**src/rtl/bus_pkg.sv**
```systemverilog
// Shared bus types and default widths for the memory-bus fabric.
// The CPU top and the arbiter both import this package.
package bus_pkg;

  localparam int BUS_ADDR_W = 32;
  localparam int BUS_DATA_W = 32;

  typedef enum logic {
    IDLE,
    BUSY
  } state_e;

  typedef enum logic {
    OP_READ,
    OP_WRITE
  } op_e;

  // Width of a master index; a single master still needs one bit.
  function automatic int idx_w(input int n);
    return (n > 1) ? $clog2(n) : 1;
  endfunction

endpackage

```
**src/rtl/bus_arbiter_if.sv**
```systemverilog
// Master-side request/response bundle plus the single slave-side bus.
// The arbiter connects through "master" (it masters the slave bus); the environment uses "slave".
interface bus_arbiter_if
  import bus_pkg::*;
#(
  parameter int NUM_MASTERS = 2,
  parameter int ADDR_W      = BUS_ADDR_W,
  parameter int DATA_W      = BUS_DATA_W
);

  logic [NUM_MASTERS-1:0]             m_read;
  logic [NUM_MASTERS-1:0]             m_write;
  logic [NUM_MASTERS-1:0][ADDR_W-1:0] m_addr;
  logic [NUM_MASTERS-1:0][DATA_W-1:0] m_wdata;
  logic [DATA_W-1:0]                  m_rdata;
  logic [NUM_MASTERS-1:0]             m_ready;
  logic [NUM_MASTERS-1:0]             m_error;

  logic                               s_read;
  logic                               s_write;
  logic [ADDR_W-1:0]                  s_addr;
  logic [DATA_W-1:0]                  s_wdata;
  logic [DATA_W-1:0]                  s_rdata;
  logic                               s_ready;

  modport master (
    input  m_read, m_write, m_addr, m_wdata, s_rdata, s_ready,
    output m_rdata, m_ready, m_error, s_read, s_write, s_addr, s_wdata
  );

  modport slave (
    output m_read, m_write, m_addr, m_wdata, s_rdata, s_ready,
    input  m_rdata, m_ready, m_error, s_read, s_write, s_addr, s_wdata
  );

endinterface

```
**src/rtl/rr_arbiter.sv**
```systemverilog
// Combinational round-robin picker: searches from last_grant+1 upward, wrapping.
// grant is only meaningful while any_req is high.
module rr_arbiter
  import bus_pkg::*;
#(
  parameter  int NUM_MASTERS = 2,
  localparam int GW          = idx_w(NUM_MASTERS)
) (
  input  logic [NUM_MASTERS-1:0] req,
  input  logic [GW-1:0]          last_grant,
  output logic [GW-1:0]          grant,
  output logic                   any_req
);

  int   idx;
  logic found;

  always_comb begin
    grant = last_grant;
    found = 1'b0;
    idx   = 0;
    // Offset 1..N visits every master once, last_grant itself last.
    for (int i = 1; i <= NUM_MASTERS; i++) begin
      idx = (int'(last_grant) + i) % NUM_MASTERS;
      if (!found && req[idx[GW-1:0]]) begin
        grant = idx[GW-1:0];
        found = 1'b1;
      end
    end
    any_req = |req;
  end

endmodule

```
**src/rtl/bus_arbiter.sv**
```systemverilog
// N-master, single-slave bus arbiter with round-robin grant, s_ready handshake
// and a per-transaction timeout that returns m_error to the stalled master.
module bus_arbiter
  import bus_pkg::*;
#(
  parameter int NUM_MASTERS = 2,
  parameter int ADDR_W      = BUS_ADDR_W,
  parameter int DATA_W      = BUS_DATA_W,
  parameter int TIMEOUT     = 16
) (
  input  logic          clk,
  input  logic          rst,
  bus_arbiter_if.master bus
);

  localparam int             GW        = idx_w(NUM_MASTERS);
  localparam int             CW        = $clog2(TIMEOUT);
  localparam logic [CW-1:0]  CNT_LAST  = CW'(TIMEOUT - 1);
  localparam logic [GW-1:0]  GRANT_RST = GW'(NUM_MASTERS - 1);

  state_e              state_q, state_d;
  logic [GW-1:0]       grant_q, grant_d;
  logic [GW-1:0]       last_grant_q, last_grant_d;
  logic [CW-1:0]       cnt_q, cnt_d;
  logic                s_read_q, s_read_d;
  logic                s_write_q, s_write_d;
  logic [ADDR_W-1:0]   s_addr_q, s_addr_d;
  logic [DATA_W-1:0]   s_wdata_q, s_wdata_d;

  logic [NUM_MASTERS-1:0] req;
  logic [GW-1:0]          arb_grant;
  logic                   any_req;
  op_e                    op_sel;
  logic                   busy;
  logic                   timeout_hit;
  logic                   done;

  assign req = bus.m_read | bus.m_write;

  rr_arbiter #(
    .NUM_MASTERS(NUM_MASTERS)
  ) u_rr (
    .req        (req),
    .last_grant (last_grant_q),
    .grant      (arb_grant),
    .any_req    (any_req)
  );

  assign busy        = (state_q == BUSY);
  // s_ready on the final count wins over the timeout.
  assign timeout_hit = busy && !bus.s_ready && (cnt_q == CNT_LAST);
  assign done        = busy && (bus.s_ready || timeout_hit);
  // Read and write together from one master is treated as a write.
  assign op_sel      = bus.m_write[arb_grant] ? OP_WRITE : OP_READ;

  always_comb begin
    state_d      = state_q;
    grant_d      = grant_q;
    last_grant_d = last_grant_q;
    cnt_d        = cnt_q;
    s_read_d     = s_read_q;
    s_write_d    = s_write_q;
    s_addr_d     = s_addr_q;
    s_wdata_d    = s_wdata_q;
    case (state_q)
      IDLE: begin
        if (any_req) begin
          state_d      = BUSY;
          grant_d      = arb_grant;
          last_grant_d = arb_grant;
          cnt_d        = '0;
          s_read_d     = (op_sel == OP_READ);
          s_write_d    = (op_sel == OP_WRITE);
          s_addr_d     = bus.m_addr[arb_grant];
          s_wdata_d    = bus.m_wdata[arb_grant];
        end
      end
      BUSY: begin
        if (done) begin
          state_d   = IDLE;
          s_read_d  = 1'b0;
          s_write_d = 1'b0;
          s_addr_d  = '0;
          s_wdata_d = '0;
        end else begin
          cnt_d = cnt_q + CW'(1);
        end
      end
      default: state_d = IDLE;
    endcase
  end

  always_ff @(posedge clk) begin
    if (!rst) begin
      state_q      <= IDLE;
      grant_q      <= '0;
      last_grant_q <= GRANT_RST;
      cnt_q        <= '0;
      s_read_q     <= 1'b0;
      s_write_q    <= 1'b0;
      s_addr_q     <= '0;
      s_wdata_q    <= '0;
    end else begin
      state_q      <= state_d;
      grant_q      <= grant_d;
      last_grant_q <= last_grant_d;
      cnt_q        <= cnt_d;
      s_read_q     <= s_read_d;
      s_write_q    <= s_write_d;
      s_addr_q     <= s_addr_d;
      s_wdata_q    <= s_wdata_d;
    end
  end

  assign bus.s_read  = s_read_q;
  assign bus.s_write = s_write_q;
  assign bus.s_addr  = s_addr_q;
  assign bus.s_wdata = s_wdata_q;
  assign bus.m_rdata = busy ? bus.s_rdata : '0;

  // Completion and error responses are combinational so a zero-wait slave finishes in 2 cycles.
  always_comb begin
    bus.m_ready = '0;
    bus.m_error = '0;
    if (busy && bus.s_ready) bus.m_ready[grant_q] = 1'b1;
    if (timeout_hit)         bus.m_error[grant_q] = 1'b1;
  end

  a_ready_onehot: assert property (@(posedge clk) disable iff (!rst)
    $onehot0(bus.m_ready));
  a_ready_xor_error: assert property (@(posedge clk) disable iff (!rst)
    !((|bus.m_ready) && (|bus.m_error)));
  a_single_strobe: assert property (@(posedge clk) disable iff (!rst)
    !(bus.s_read && bus.s_write));

endmodule

```
**src/flat_wrapper.sv**
```systemverilog
// flat-port wrapper written by rule: the top's interface ports become plain ports
module bus_arbiter_flat import bus_pkg::*;
#(
  parameter int NUM_MASTERS = 2,
  parameter int ADDR_W      = BUS_ADDR_W,
  parameter int DATA_W      = BUS_DATA_W,
  parameter int TIMEOUT     = 16
)
  (clk, rst, bus_m_read, bus_m_write, bus_m_addr, bus_m_wdata, bus_s_rdata, bus_s_ready, bus_m_rdata, bus_m_ready, bus_m_error, bus_s_read, bus_s_write, bus_s_addr, bus_s_wdata);
  bus_arbiter_if #(.NUM_MASTERS(NUM_MASTERS), .ADDR_W(ADDR_W), .DATA_W(DATA_W)) bus_i ();
  input  logic clk;
  input  logic rst;
  input wire logic [$bits(bus_i.m_read)-1:0] bus_m_read;
  input wire logic [$bits(bus_i.m_write)-1:0] bus_m_write;
  input wire logic [$bits(bus_i.m_addr)-1:0] bus_m_addr;
  input wire logic [$bits(bus_i.m_wdata)-1:0] bus_m_wdata;
  input wire logic [$bits(bus_i.s_rdata)-1:0] bus_s_rdata;
  input wire logic [$bits(bus_i.s_ready)-1:0] bus_s_ready;
  output wire logic [$bits(bus_i.m_rdata)-1:0] bus_m_rdata;
  output wire logic [$bits(bus_i.m_ready)-1:0] bus_m_ready;
  output wire logic [$bits(bus_i.m_error)-1:0] bus_m_error;
  output wire logic [$bits(bus_i.s_read)-1:0] bus_s_read;
  output wire logic [$bits(bus_i.s_write)-1:0] bus_s_write;
  output wire logic [$bits(bus_i.s_addr)-1:0] bus_s_addr;
  output wire logic [$bits(bus_i.s_wdata)-1:0] bus_s_wdata;
  assign bus_i.m_read = bus_m_read;
  assign bus_i.m_write = bus_m_write;
  assign bus_i.m_addr = bus_m_addr;
  assign bus_i.m_wdata = bus_m_wdata;
  assign bus_i.s_rdata = bus_s_rdata;
  assign bus_i.s_ready = bus_s_ready;
  assign bus_m_rdata = bus_i.m_rdata;
  assign bus_m_ready = bus_i.m_ready;
  assign bus_m_error = bus_i.m_error;
  assign bus_s_read = bus_i.s_read;
  assign bus_s_write = bus_i.s_write;
  assign bus_s_addr = bus_i.s_addr;
  assign bus_s_wdata = bus_i.s_wdata;
  bus_arbiter #(.NUM_MASTERS(NUM_MASTERS), .ADDR_W(ADDR_W), .DATA_W(DATA_W), .TIMEOUT(TIMEOUT)) u_core (.clk(clk), .rst(rst), .bus(bus_i));
endmodule
```
**config.mk**
```make
export PLATFORM = sky130hd
export DESIGN_NAME = bus_arbiter_flat
export DESIGN_NICKNAME = d
export VERILOG_FILES = /design/src/rtl/bus_pkg.sv /design/src/rtl/bus_arbiter_if.sv /design/src/rtl/rr_arbiter.sv /design/src/rtl/bus_arbiter.sv /design/src/flat_wrapper.sv
export SDC_FILE = /design/constraint.sdc
export NUM_CORES = 1
export LEC_CHECK = 0
export CAP_MARGIN = 20
export CORE_MARGIN = 2
export CORE_UTILIZATION = 30
export CTS_CLUSTER_DIAMETER = 60
export CTS_CLUSTER_SIZE = 28
export DETAILED_ROUTE_END_ITERATION = 10
export PLACE_DENSITY_LB_ADDON = 0.05
export SLEW_MARGIN = 25
export SYNTH_ARGS = -nofsm -noshare
export SYNTH_HDL_FRONTEND = slang
export SYNTH_SLANG_ARGS = --single-unit
export TNS_END_PERCENT = 100
```
**constraint.sdc**
```tcl
create_clock -name clk -period 1.7 [get_ports clk]
set_input_delay 0.255 -clock clk [delete_from_list [all_inputs] [get_ports clk]]
set_output_delay 0.255 -clock clk [all_outputs]
set_load 0.05 [all_outputs]
```
==> flow_metrics.tcl <==
set metrics [dict create \
    final_net_count 752 \
    drive_gt1_frac 0.2806 \
    setup_viol 0 \
    grt_pass1_vias 3543 \
    synth_adder_area_share 0.003682 \
    clk_pin_slew_ns 0.06 \
    fmax_ghz 0.5892 \
    hold_violations 0 \
    synth_top_family_by_area "compound AO/OA/AOI/OAI gates" \
    crit_fanout 3 \
    gp_congestion 0.7775 \
    arrival_ns 1.44 \
    holdWs_ns 0.4626 \
    worst_slew_pin_slew_ns 0.3277 \
    postRouteAntennaNets 0 \
    drc 0 \
    synthMuxAreaShare 0.1885 \
    skew_ns 0.008820 \
    status "complete, no violations" \
    ioPinCount 269 \
    p_leak_uw 0.002940 \
    grtUsageTotal 0.1787 \
    worstPathRequired_ns 1.44 \
    pre_cts_ws_ns -0.2418 \
    syn_avg_cell_area_um2 11.14 \
    routedWlPerCell_um 15.49 \
    tns_ns 0 \
    die_h_um 110.4 \
    wirelength_mm 11.28 \
    async_flop_share 0 \
    die_area_um2 12190 \
    synth-simple-area-share 0.1024 \
    maxSlewHeadroom 0.7815 \
    dp_hpwl_mm 9.148 \
    syn_area_um2 3398 \
    p_per_area_nw_per_um2 868.3 \
    rsz0062_at_grt "yes" \
    die_w_um 110.4 \
    ys.flop_type "dfxtp_1" \
    postLayoutCellArea_um2 6915 \
    cts_tree "built" \
    syn_inst 305 \
    start_util 0.3108 \
    numClockSinks 73 \
    ys_types 33 \
    synth_compound_area_frac 0.2187 \
    syn-num-nets 473 \
    port-buffer-count 268 \
    ys_seq_elements 73 \
    clockBufferDepth 2 \
    end_kind "output port" \
    rows 38 \
    grt_pass1_wl_mm 18.04 \
    final-max-slew-violation-count 0 \
    criticalPathCategory "in -> out" \
    synth_edf_count 0 \
    clk_latency_ns 0.32 \
    coreArea_um2 10940 \
    gr-total-overflow 0 \
    min-delay-path-class "reg -> reg" \
    cts_buffers 9 \
    dr.pass1.iters 4 \
    synth_xor_area_frac 0 \
    fin_ws_ns 0.002667 \
    final_cells 728 \
    finalCritPeriodShare 0.9984 \
    cts_max_level 3 \
    seq_area_frac_synth 0.4300 \
    placed_area_um2 6570 \
    area_growth_pct 103.5 \
    ir_drop_mv 0.5548 \
    antenna_found_initial 0 \
    drt_iter0_markers 114 \
    clockRootBuffer "clkbuf_16" \
    via_per_inst 4.690 \
    num_antenna_cells 0 \
    grt_max_degree 29 \
    fin_crit_ns 1.697 \
    maxCapViolCount 0 \
    post-place-cells 712 \
    cp-start-kind "input pin" \
    ys_warn_count 0 \
    vias 3414 \
]
## registers in the layout, summed over array words and instances (netlist names)
register	cells
u_core.bus.s_write	1
u_core.bus.s_read	1
u_core.last_grant_q	1
u_core.busy	1
u_core.bus.s_wdata	32
u_core.grant_q	1
u_core.bus.s_addr	32
u_core.cnt_q	4
## synthesized netlist by cell type, types with 2 or more instances
cell type  count  area share
buf_6          6       0.020
buf_4          8       0.018
and2_1        34       0.063
nand2b_1       2      0.0037
o2bb2ai_2     10       0.044
o21ai_0        3      0.0044
a21oi_1        2      0.0029
inv_1          3      0.0033
a21o_1         2      0.0044
o2bb2ai_1     55        0.14
mux2i_1       64        0.19
buf_2          7       0.010
dfxtp_1       73        0.43
nand3_1        3      0.0044
nor2_1         4      0.0044
nand2_1        7      0.0077
clkbuf_1       5      0.0055
o22ai_1        2      0.0037
## cell families (layout without fill, tap and decap cells)
| family | Yosys count | in the layout |
|---|---|---|
| buf+inv | 29 | 312 |
| simple gates | 57 | 57 |
| compound gates | 81 | 81 |
| flops | 73 | 73 |
| mux | 64 | 64 |
| fa+ha+maj | 1 | 1 |
## critical path: stages
cell and delay [ns]:
clkdlybuf4s50_1 0.43, and2b_1 0.22, buf_4 0.12, nor3b_2 0.24, buf_12 0.18
## final timing paths
path | from | slack (ns) | to | cells after the start
worst max-delay path | bus_s_ready | 0.003 | bus_m_error[0] | 5
worst min-delay path | u_core.bus.s_wdata[10] | 0.46 | u_core.bus.s_wdata[10] | 1
worst min register to register | u_core.bus.s_wdata[10] | 0.46 | u_core.bus.s_wdata[10] | 1
worst max register to register | u_core.cnt_q[0] | 0.17 | u_core.bus.s_write | 7
## cells in the final DEF (no fill, tap or decap), drive strengths merged, types with 3 or more instances in the layout
cell type      count
dfxtp             73
and2              34
nand3              3
o2bb2ai           65
clkdlybuf4s50    166
nor2               4
clkinv             3
inv                3
mux2i             64
clkbuf            10
o21ai              4
buf              128
nand2              7
## routing by layer
metal	up-vias	track usage	wire length [µm]
li1	1700	-	-
met1	1558	0.2102	4549
met2	154	0.3162	5705
met3	2	0.06312	987
met4	0	0.03250	35
met5	-	0	0
## final cells by class
class,count,area (µm²)
clock buffer,10,239.0
clock inverter,5,56.30
fill,922,4020
inverter,3,11.26
multi-input combinational,203,1803
sequential,73,1470
tap,140,175.2
timing repair buffer,294,3161
## report_power, final
group / switching (µW) / internal [µW] / leakage, µW / total, µW
registers: 96.3 / 1870 / 0.000604 / 1960
logic: 1180 / 1020 / 0.00219 / 2200
clock network: 675 / 1160 / 0.000144 / 1840
total: 1950 / 4050 / 0.00294 / 6000
## repair_timing
| item | 4_1_cts | 5_1_grt |
|---|---|---|
| resized for setup | 8 | 2 |
| setup endpoints to repair | 2 | 10 |
| pin swaps | 2 | 1 |
| gates cloned | 0 | 0 |
| hold buffers | 0 | 0 |
| buffers inserted | 0 | 1 |
## through the flow
step	total power, µW	util
after global placement	4195	0.6008
after floorplan	3192	-
after detailed placement	4217	0.6008
after CTS	6083	0.6314
after global routing	6273	0.6324
final	6005	0.6324
Note: power is estimated with default switching activity, not from simulation.
